`src/rtl/fetch_unit.sv`:
```
`default_nettype none
// ============================================================================
// Module      : fetch_unit
// Description : Single-issue instruction fetch stage. Fetches one word at a
//               time from instruction memory, holds it for decode until it is
//               acknowledged, then redirects the PC using the control unit's
//               resolution (halt > jump_register > jump > branch > sequential).
//
// Parameters  : RESET_PC     - start address after reset (word aligned)
// Macro       : LINK_PC8_EN  - when defined, link_addr = pc+8 (delay-slot
//                              convention); otherwise link_addr = pc+4
//
// Ports       : clk            in   clock, rising edge
//               rst_b          in   asynchronous active-low reset
//               imem_req       out  instruction-memory read request
//               imem_addr[31:0]out  fetch address (= pc)
//               imem_rdata[31:0] in instruction word
//               imem_ready     in   memory completion strobe
//               inst[31:0]     out  instruction presented to decode
//               inst_valid     out  inst holds an unacknowledged instruction
//               inst_ack       in   decode consumed inst
//               halted, jump_register, jump, branch  in  redirect resolution
//               rs_data[31:0]  in   jump_register target
//               pc[31:0]       out  address of current instruction
//               link_addr[31:0]out  return address for linking
//               halt_o         out  processor stopped
//               retired[31:0]  out  count of acknowledged non-halt insts
//
// Revision    : 1.0 - initial release
// ============================================================================
module fetch_unit #(
    parameter logic [31:0] RESET_PC = 32'h0000_0000
) (
    input  logic        clk,
    input  logic        rst_b,
    output logic        imem_req,
    output logic [31:0] imem_addr,
    input  logic [31:0] imem_rdata,
    input  logic        imem_ready,
    output logic [31:0] inst,
    output logic        inst_valid,
    input  logic        inst_ack,
    input  logic        halted,
    input  logic        jump_register,
    input  logic        jump,
    input  logic        branch,
    input  logic [31:0] rs_data,
    output logic [31:0] pc,
    output logic [31:0] link_addr,
    output logic        halt_o,
    output logic [31:0] retired
);

    typedef enum logic [1:0] {
        FETCH = 2'd0,
        ISSUE = 2'd1,
        HALT  = 2'd2
    } state_t;

    // Low address bits are forced to zero so pc is always word aligned.
    localparam logic [31:0] c_reset_pc = RESET_PC & 32'hFFFF_FFFC;

`ifdef LINK_PC8_EN
    localparam logic [31:0] c_link_ofs = 32'd8;
`else
    localparam logic [31:0] c_link_ofs = 32'd4;
`endif

    state_t      r_state;
    state_t      w_state_nxt;
    logic        r_run;
    logic [31:0] r_pc;
    logic [31:0] w_pc_nxt;
    logic [31:0] r_inst;
    logic [31:0] w_inst_nxt;
    logic [31:0] r_retired;
    logic [31:0] w_retired_nxt;

    logic [31:0] w_pc_plus4;
    logic [31:0] w_br_offset;
    logic [31:0] w_jr_target;
    logic [31:0] w_j_target;

    assign w_pc_plus4  = r_pc + 32'd4;
    assign w_br_offset = {{14{r_inst[15]}}, r_inst[15:0], 2'b00};
    assign w_jr_target = rs_data & 32'hFFFF_FFFC;
    assign w_j_target  = {w_pc_plus4[31:28], r_inst[25:0], 2'b00};

    // ------------------------------------------------------------------------
    // State register. r_run clears asynchronously with reset and sets on the
    // first rising edge after release, so the memory request drops the moment
    // reset asserts and only resumes one edge after it is removed. Any
    // imem_ready seen while r_run is low is ignored.
    // ------------------------------------------------------------------------
    always_ff @(posedge clk or negedge rst_b) begin
        if (!rst_b) begin
            r_state   <= FETCH;
            r_run     <= 1'b0;
            r_pc      <= c_reset_pc;
            r_inst    <= 32'd0;
            r_retired <= 32'd0;
        end else begin
            r_state   <= w_state_nxt;
            r_run     <= 1'b1;
            r_pc      <= w_pc_nxt;
            r_inst    <= w_inst_nxt;
            r_retired <= w_retired_nxt;
        end
    end

    // ------------------------------------------------------------------------
    // Next-state, datapath update and state-decoded outputs.
    // ------------------------------------------------------------------------
    always_comb begin
        w_state_nxt   = r_state;
        w_pc_nxt      = r_pc;
        w_inst_nxt    = r_inst;
        w_retired_nxt = r_retired;
        imem_req      = 1'b0;
        inst_valid    = 1'b0;
        halt_o        = 1'b0;

        case (r_state)
            FETCH: begin
                imem_req = r_run;
                if (r_run && imem_ready) begin
                    w_inst_nxt  = imem_rdata;
                    w_state_nxt = ISSUE;
                end
            end

            ISSUE: begin
                inst_valid = 1'b1;
                if (inst_ack) begin
                    if (halted) begin
                        w_state_nxt = HALT;
                    end else begin
                        w_state_nxt   = FETCH;
                        w_retired_nxt = r_retired + 32'd1;
                        if (jump_register) begin
                            w_pc_nxt = w_jr_target;
                        end else if (jump) begin
                            w_pc_nxt = w_j_target;
                        end else if (branch) begin
                            w_pc_nxt = w_pc_plus4 + w_br_offset;
                        end else begin
                            w_pc_nxt = w_pc_plus4;
                        end
                    end
                end
            end

            HALT: begin
                halt_o = 1'b1;
            end

            default: begin
                w_state_nxt = FETCH;
            end
        endcase
    end

    assign imem_addr = r_pc;
    assign pc        = r_pc;
    assign inst      = r_inst;
    assign retired   = r_retired;
    assign link_addr = r_pc + c_link_ofs;

endmodule
`default_nettype wire

```
`config.mk`:
```
export PLATFORM = sky130hd
export DESIGN_NAME = fetch_unit
export DESIGN_NICKNAME = d
export VERILOG_FILES = /design/src/rtl/fetch_unit.sv
export SDC_FILE = /design/constraint.sdc
export NUM_CORES = 1
export LEC_CHECK = 0
export ABC_AREA = 1
export ABC_CLOCK_PERIOD_IN_PS = 3400
export CORE_MARGIN = 3
export CORE_UTILIZATION = 50
export CTS_CLUSTER_DIAMETER = 30
export DETAILED_ROUTE_END_ITERATION = 7
export PLACE_DENSITY = 0.84
export SLEW_MARGIN = 20
export SYNTH_ARGS = -nofsm -noshare
export SYNTH_HDL_FRONTEND = slang
export SYNTH_SLANG_ARGS = --single-unit
```
`constraint.sdc`:
```
create_clock -name clk -period 3.4 [get_ports clk]
set_input_delay 0.68 -clock clk [delete_from_list [all_inputs] [get_ports clk]]
set_output_delay 0.68 -clock clk [all_outputs]
set_load 0.03 [all_outputs]
```
== Word level (Yosys, flattened, before mapping) ==
Cells that the tools add are included.

* Output and inout port bits: 163
* Bits in registers: 99
* Word-level logic and storage cells: 29

* Add/sub/neg operators: 3
* Equal/unequal tests: 4
* Mux-type cells: 10
* Bitwise operators: 2
* Reductions and logical operators: 5

{| class="wikitable"
|+ Operators with widths
! cell !! number
|-
| $mux W32 || 3
|-
| $add A32 B1 Y32 const B || 1
|-
| $add A32 B3 Y32 const B || 1
|-
| $add A32 B32 Y32 || 1
|-
| $mux W2 || 3
|-
| $pmux W2 S3 || 1
|-
| $reduce_and A3 Y1 || 2
|-
| $ne A2 B2 Y1 const B || 2
|-
| $mux W1 || 3
|-
| $eq A2 B1 Y1 const B || 1
|-
| $eq A2 B2 Y1 const B || 1
|-
| $logic_not A2 Y1 || 1
|-
| $not A1 Y1 || 2
|-
| $reduce_and A2 Y1 || 1
|-
| $logic_and A1 B1 Y1 || 1
|}

== Depth between registers and ports, before layout ==
Gate-level depths: netlist of the first run.

* Depth after elaboration: 5
* Gate-level depth with buffers: 25
* Gate-level depth less buffers: 25

== Least setup slack after synthesis of the first run ==
Ideal clock, no wire load.

* Kind: reg-to-reg
* Start: reg r_pc[3], in the netlist imem_addr[3]
* End: reg r_pc[14], in the netlist imem_addr[14]
* Setup time: 0.117 ns
* Clock period less this slack: 3.268 ns
* Cell stages (with the launch flop): 18
* Buffers on the path: 0
* Slack: 0.132 ns
* Arrival time: 3.151 ns
* Cells stage by stage: dfrtp_1 > ha_1 > nand2_1 > inv_1 > nand3_1 > xnor2_1 > ha_1 > nand2_1 > inv_1 > a21oi_1 > nand2_1 > nand2_1 > nand2_1 > xor2_1 > o21ai_0 > nand2_1 > nand2_1 > nand2_1

* Longest elaborated chain between the ends: 5

{| class="wikitable"
|+ Ends and longest elaborated chain
! what !! line !! text
|-
| from (decl) || 72 || <nowiki>logic [31:0] r_pc;</nowiki>
|-
| from (signal assigned) || 99 || <nowiki>r_pc <= c_reset_pc;</nowiki>
|-
| from (signal assigned) || 105 || <nowiki>r_pc <= w_pc_nxt;</nowiki>
|-
| $add A32 B3 Y32 || - ||
|-
| net link_addr[8] || 49 || <nowiki>output logic [31:0] link_addr,</nowiki>
|-
| $add A32 B32 Y32 || 145 || <nowiki>w_pc_nxt = w_pc_plus4 + w_br_offset;</nowiki>
|-
| $mux W32 || 144 || <nowiki>end else if (branch) begin</nowiki>
|-
| $mux W32 || 142 || <nowiki>end else if (jump) begin</nowiki>
|-
| $mux W32 || 140 || <nowiki>if (jump_register) begin</nowiki>
|}

The timed path passes the listed nets, and every way through them passes these cells.
A chain may end at the register's enable or synchronous reset.

== Worst setup path after layout of the first run ==
* Start: reg r_pc[20], in the netlist imem_addr[20]
* End: out link_addr[21]

* Longest elaborated chain between the ends: 1

{| class="wikitable"
|+ Ends and longest elaborated chain
! what !! line !! text
|-
| $add A32 B3 Y32 || 167 || <nowiki>assign link_addr = r_pc + c_link_ofs;</nowiki>
|-
| to (decl) || 49 ||
|}

Every way passes these cells.

==> results.md, run 1 <==
- Outcome: complete, no violations
- Top-Level Pins: 235
- Final nets: 1603
- Netlist cell types: between 40 and 50
- Mean Syn Cell Area: 6.564 µm²
- Largest family of logic cells by synthesized area: simple AND/OR/NAND/NOR gates
- Clk_lat worst skew: 360 ps
- Leakage power: 5.704 nW
- # rows: 46
- Layout area overhead: 34.18%
- Compound-Gate Fraction of Synth Area: 7.176%
- Top-count cell post-synth: nand2_1
- Power share of the sequential group: 18.2%
- Post-synthesis sequential area ratio: 29.00%
- Simple-gate share of the synthesized area: 35.16%
- Logic pwr share: 73.5%
- Crit path max-delay family: simple AND/OR/NAND/NOR gates
- Gr usage total: 32.03%
- NetSw: 0.006766 W
- Filler Cells Inserted: 1382
- Int Power: 0.005464 W
- Pwr/cell area: 1089 nW/µm²
- Final Hold Fails: 0
- Total global routing overflow: 0
- N_diodes: 0
- Met1 GRT Util: between 40% and 50%
- Initial Util: 51.93%
- CTS tree: built
- Non-filler cells, final: around 1700
- Via count: between 9000 and 10000
- Antenna violations before repair: 0
- Sw Ratio: 55.32%
- DR iter-0 viols: 806
- Gpl congestion: 0.9622
- Total negative slack: 0 ps
- Inst Count DP: 1696
- First-pass GRT wire length: 45770 µm
- Met2 usage: 52.57%
- Tightest Pin Transition: 738.5 ps
- Max-slew violation count: 0
- Clock skew: ~13 ps
- Die H: 135.4 µm
- Slowest CP cell: clkdlybuf4s50_1
- Antenna viol nets, final: 0
- Most common cell on crit path: nand2_1
- RSZ-0062 raised after global routing: false
- Clock-pin slew on the worst setup and hold paths: 70 ps
- Total CTS buffers: 9
- Deepest clock path buffer count: 2
- Maxcap violations: 0
- Mapped cell area: roughly 8400 µm²
- Crit path cell chain: nand2_1 -> nor2_1 -> nand3_1 -> nor2_1 -> nand2_1 -> nand2_1 -> clkdlybuf4s50_1
- Worst setup path category: reg2out
- GRT busiest layer: met2
- Clock root buffer master: clkbuf_16
- Final Cycle Share: 95.01%
- M3 GR Usage: 7.838%
- Mux contribution to synthesized area: 4.171%
- Max Fclk: 0.3096 GHz
- Via-per-instance ratio: 5.265
- Asr flop ratio synth: 100.0%
- Post-DP HPWL: 23520 µm
- Worst path bufs/invs: 1
- Critical path arrival: 2550 ps
- Synth top area share: 29.00%
- Ratio of cells with drive above 1 in the final layout: 10.35%
- # port buffers: 226
- Clk pwr share: 8.4%
- Worst slew margin: 50.71%
- Setup ws final: 169.6 ps
- DRC Markers: 0
- Min Tclk post-route: 3230 ps
- Die width: 135.4 µm
- Post-Place Setup Slack: 175.1 ps
- Largest stage delay, worst path: 740 ps
- Req. time, crit path: 2720 ps
- Vias in the first global route: ~8700
- Area leader, netlist: dfrtp_1
- Synth warn: 0
- H-tree lvl count: 3
- Top post-synthesis cells by area: dfrtp_1, nand2_1, inv_1
- DR WL/cell: 17.07 µm
- Critical Path Sink Type: primary output
- Synth Area in XOR/XNOR: under 10%
- Top_reg_cell synth: dfrtp_1
- Maximum vdd drop: 0.6240 mV
- Clock Sinks: 97
- Synth cell count leaders: nand2_1, inv_1, nor2_1
- Final Util: 69.68%
- CTS Hold Bufs: 0
- Worst-path fanout max: 7
- Hold/Removal Path Class: in2async
- Total chip power: 0.01223 W
- Number of synthesized flops with an enable pin: 0
- Synthesized instance count: 1275
- Flops & latches, synth: 97
- Startpoint type of the worst setup path: flip-flop
- Largest net degree at the start of global routing: 55
- Drt first pass iters: 7
- Placeable Area: 16120 µm²
- Detailed Route WL: between 20000 and 30000 µm
- Final setup violation count: 0
- Adder-Cell Fraction of Synth Area: between 5 and 6%
- Die area: around 18000 µm²
==> logic make-up (layout without fill, tap and decap cells) <==
logic type	count (synthesis)	count (layout)
xor gates and xnor gates	54	54
adders and majority gates	38	38
AOI/OAI and AO/OA	113	113
buffers and inverters	251	469
and+or+nand+nor	689	689
other	2	7
muxes	31	31
DFF	97	97
==> area by class of cell <==
| class | count | area, µm² | area share [%] |
|---|---|---|---|
| Sequential cell | 97 | 2442 | 21.75 |
| Inverter | 189 | 709.4 | 6.318 |
| Clock inverter | 6 | 58.81 | 0.5237 |
| Tap cell | 216 | 270.3 | 2.407 |
| Multi-Input combinational cell | 932 | 4947 | 44.06 |
| Clock buffer | 10 | 239.0 | 2.128 |
| Timing Repair Buffer | 264 | 2562 | 22.82 |
==> final timing paths <==
kind | from | endpoint | slack [ps] | cells past startpoint
max in group asynchronous | rst_b | imem_addr[11] | 2430 | 2
worst max-delay path | imem_addr[20] | link_addr[21] | 170 | 7
worst min-delay path | rst_b | inst[28] | 280 | 1
min in group clk | retired[31] | retired[31] | 480 | 1
worst max register to register | imem_addr[5] | imem_addr[10] | 230 | 15
worst min register to register | retired[31] | retired[31] | 480 | 1
==> power groups by stage <==
| stage | clock (W) | sequential [W] | combinational (W) |
|---|---|---|---|
| floorplan | 0 | 0.00277 | 0.00507 |
| global placement | 0 | 0.00219 | 0.00861 |
| detailed placement | 0 | 0.00220 | 0.00872 |
| CTS | 0.00103 | 0.00219 | 0.00878 |
| global route | 0.00108 | 0.00228 | 0.00977 |
| finish | 0.00102 | 0.00222 | 0.00899 |
==> cells in the final DEF (no fill, tap or decap), drive strengths merged, types with 3 or more instances in the layout <==
master	count
o21ai	36
clkdlybuf4s50	223
clkinv	3
a21oi	63
dfrtp	97
inv	192
o21bai	3
buf	39
conb	7
nand4	23
nand3	74
xnor2	8
nor3	19
nand3b	4
nand2	405
o211ai	3
mux2	31
clkbuf	10
nor4	3
ha	37
xor2	46
and2	6
nor2	150
==> per-stage QoR <==
stage	hold slack [ps]	cell area [µm²]
global placement	459.6	10820
CTS	297.9	11120
finish	280.8	11230
detailed placement	463.5	10820
global route	304.8	11230
floorplan	384.4	8388
==> worst reg2reg max path: stages, from the launching register on <==
cell	delay (ps)
dfrtp_2	430
nand2_1	130
nor2_1	220
nand2_1	180
xor2_2	230
inv_1	100
ha_1	370
nand2_1	120
nor2_1	160
nand3_1	90
nand2_1	190
xor2_1	170
nor2_1	60
o21ai_1	390
nand2_1	100
o21ai_1	130
==> timing repair <==
action / in CTS / in global routing
gates resized for setup: 0 / 33
buffers inserted: 0 / 2
setup endpoints to repair: 0 / 32
==> state kept, by name, indices dropped and copies added, names as in the netlist <==
signal / cells
inst: 32
retired: 32
imem_addr: 30
r_state: 2
r_run: 1
==> routing by layer <==
metal | up-vias | part of all wire (%)
met5 | - | 0
met4 | 0 | 0.92
met3 | 20 | 9.0
met2 | 383 | 47
met1 | 4241 | 43
li1 | 4381 | -
Note: power is estimated with default switching activity, not from simulation.
==> run 2: changes to the inputs <==
--- a/config.mk
+++ b/config.mk
@@ -9,6 +9,7 @@
 export ABC_CLOCK_PERIOD_IN_PS = 3400
 export CORE_MARGIN = 3
 export CORE_UTILIZATION = 50
+export CTS_BUF_LIST = sky130_fd_sc_hd__clkbuf_2 sky130_fd_sc_hd__clkbuf_4 sky130_fd_sc_hd__clkbuf_8
 export CTS_CLUSTER_DIAMETER = 30
 export DETAILED_ROUTE_END_ITERATION = 7
 export PLACE_DENSITY = 0.84
==> results.md, run 2 (synthesis results as in run 1) <==
- Min Tclk post-route: 3234 ps
- Slowest CP cell: clkdlybuf4s50_1
- Die width: around 140 µm
- Clock root buffer master: clkbuf_8
- Clock Sinks: 97
- Critical Path Sink Type: primary output
- N_diodes: 0
- Most common cell on crit path: nand2_1
- Worst Setup SP: imem_addr[22]
- Antenna viol nets, final: 0
- Inst Count DP: 1696
- Final Hold Fails: 0
- Critical path arrival: 2550 ps
- Largest stage delay, worst path: 670 ps
- Startpoint type of the worst setup path: flip-flop
- Req. time, crit path: between 2000 and 3000 ps
- Largest net degree at the start of global routing: 55
- Deepest clock path buffer count: 2
- Die H: 135.4 µm
- Post-DP HPWL: 23520 µm
- Crit path max-delay family: simple AND/OR/NAND/NOR gates
- Clock-pin slew on the worst setup and hold paths: approximately 110 ps
- Worst slew margin: 51.43%
- # port buffers: 226
- DR iter-0 viols: ~760
- Layout area overhead: 32.99%
- Final nets: ~1600
- Via-per-instance ratio: roughly 5.2
- Clock skew: ~22 ps
- Hold WS: 233.6 ps
- Detailed Route WL: 29090 µm
- Leakage power: 5.689 nW
- Non-filler cells, final: 1715
- Vias in the first global route: 8606
- Worst path bufs/invs: 2
- Crit path cell chain: nand2_1 -> nor2_1 -> nand2_1 -> nor2_1 -> nand2_1 -> nand2_2 -> nand2_2 -> inv_1 -> clkdlybuf4s50_1
- Tightest Pin Transition: 727.8 ps
- Initial Util: between 50 and 60%
- Maximum vdd drop: between 0.6 and 0.7 mV
- Top-Level Pins: 235
- Final Util: 69.07%
- Placeable Area: 16120 µm²
- RSZ-0062 raised after global routing: false
- Placed cell area: 10820 µm²
- Drt first pass iters: 5
- Pwr/cell area: 1074 nW/µm²
- Max-slew violation count: 0
- Outcome: complete, no violations
- Antenna violations before repair: 0
- Total global routing overflow: 0
- Commonest non-fill, non-tap cell in the layout: nand2_1
- Clk_lat worst skew: 410 ps
- Total CTS buffers: 9
- H-tree lvl count: 3
- Max Used Layer: met4
- DR WL/cell: 16.96 µm
- Worst setup path category: reg2out
- Final setup violation count: 0
- Gr usage total: 31.91%
- # rows: 46
- Most frequent cells in the layout: nand2_1, clkdlybuf4s50_1, inv_1, nor2_1, dfrtp_1
- Gpl congestion: 0.9622
- Worst-path fanout max: 7
- DRC Markers: 0
- Hold/Removal Path Class: in2async
- Reg2reg start: imem_addr[5]
- Design area: 11130 µm²
- Final Cycle Share: 95.13%
- Via count: between 8000 and 9000
- Total negative slack: 0 ps
- WL met1: 12740 µm
- CTS tree: built
- Ratio of cells with drive above 1 in the final layout: 10.34%
- First-pass GRT wire length: 45660 µm
- WL met2: approximately 14000 µm
- Max Fclk: between 0.3 and 0.4 GHz
- Maxcap violations: 0
- Routed met3 length: 2458 µm
- Die area: around 18000 µm²
- CTS Hold Bufs: 0
==> run 2: cell type report <==
class | count | area [µm²]
fillers | 1403 | 4985
multi-input cells | 932 | 4937
repair buffers | 265 | 2572
flip-flops and latches | 97 | 2445
inverters | 189 | 709.4
well taps | 216 | 270.3
clock buffers | 10 | 137.6
clock inverters | 6 | 58.81
==> run 2: layer usage <==
layer,vias to the layer above,track usage [%]
li1,4380,-
met1,4223,44.38
met2,359,52.79
met3,23,6.129
met4,0,5.207
met5,-,0
==> run 2: final timing paths <==
kind | end | slack [ps] | cells past startpoint
worst max-delay path | link_addr[31] | 170 | 9
worst min-delay path | inst[28] | 230 | 1
worst max register to register | imem_addr[10] | 250 | 15
worst min register to register | retired[31] | 490 | 1
max in group asynchronous | imem_addr[11] | 2470 | 2
min in group clk | retired[31] | 490 | 1
==> run 2: report_power, final <==
part           total [W]  internal, W  leakage (nW)  switching [W]
logic            0.00897      0.00336          4.42        0.00561
registers        0.00221      0.00156          1.16       0.000646
clock network   0.000773     0.000303         0.102       0.000470
total             0.0120      0.00523          5.69        0.00672
==> run 2: repair_timing <==
action | in CTS | in global routing
setup endpoints to repair | 2 | 36
pin swaps | 0 | 1
buffers inserted | 0 | 3
gates resized for setup | 2 | 34
==> run 2: through the flow <==
step                power, W  setup slack (ps)
floorplan           0.007843             132.1
global placement     0.01080             263.8
detailed placement   0.01091             175.1
CTS                  0.01173             66.01
global route         0.01284             5.034
finish               0.01195             165.7
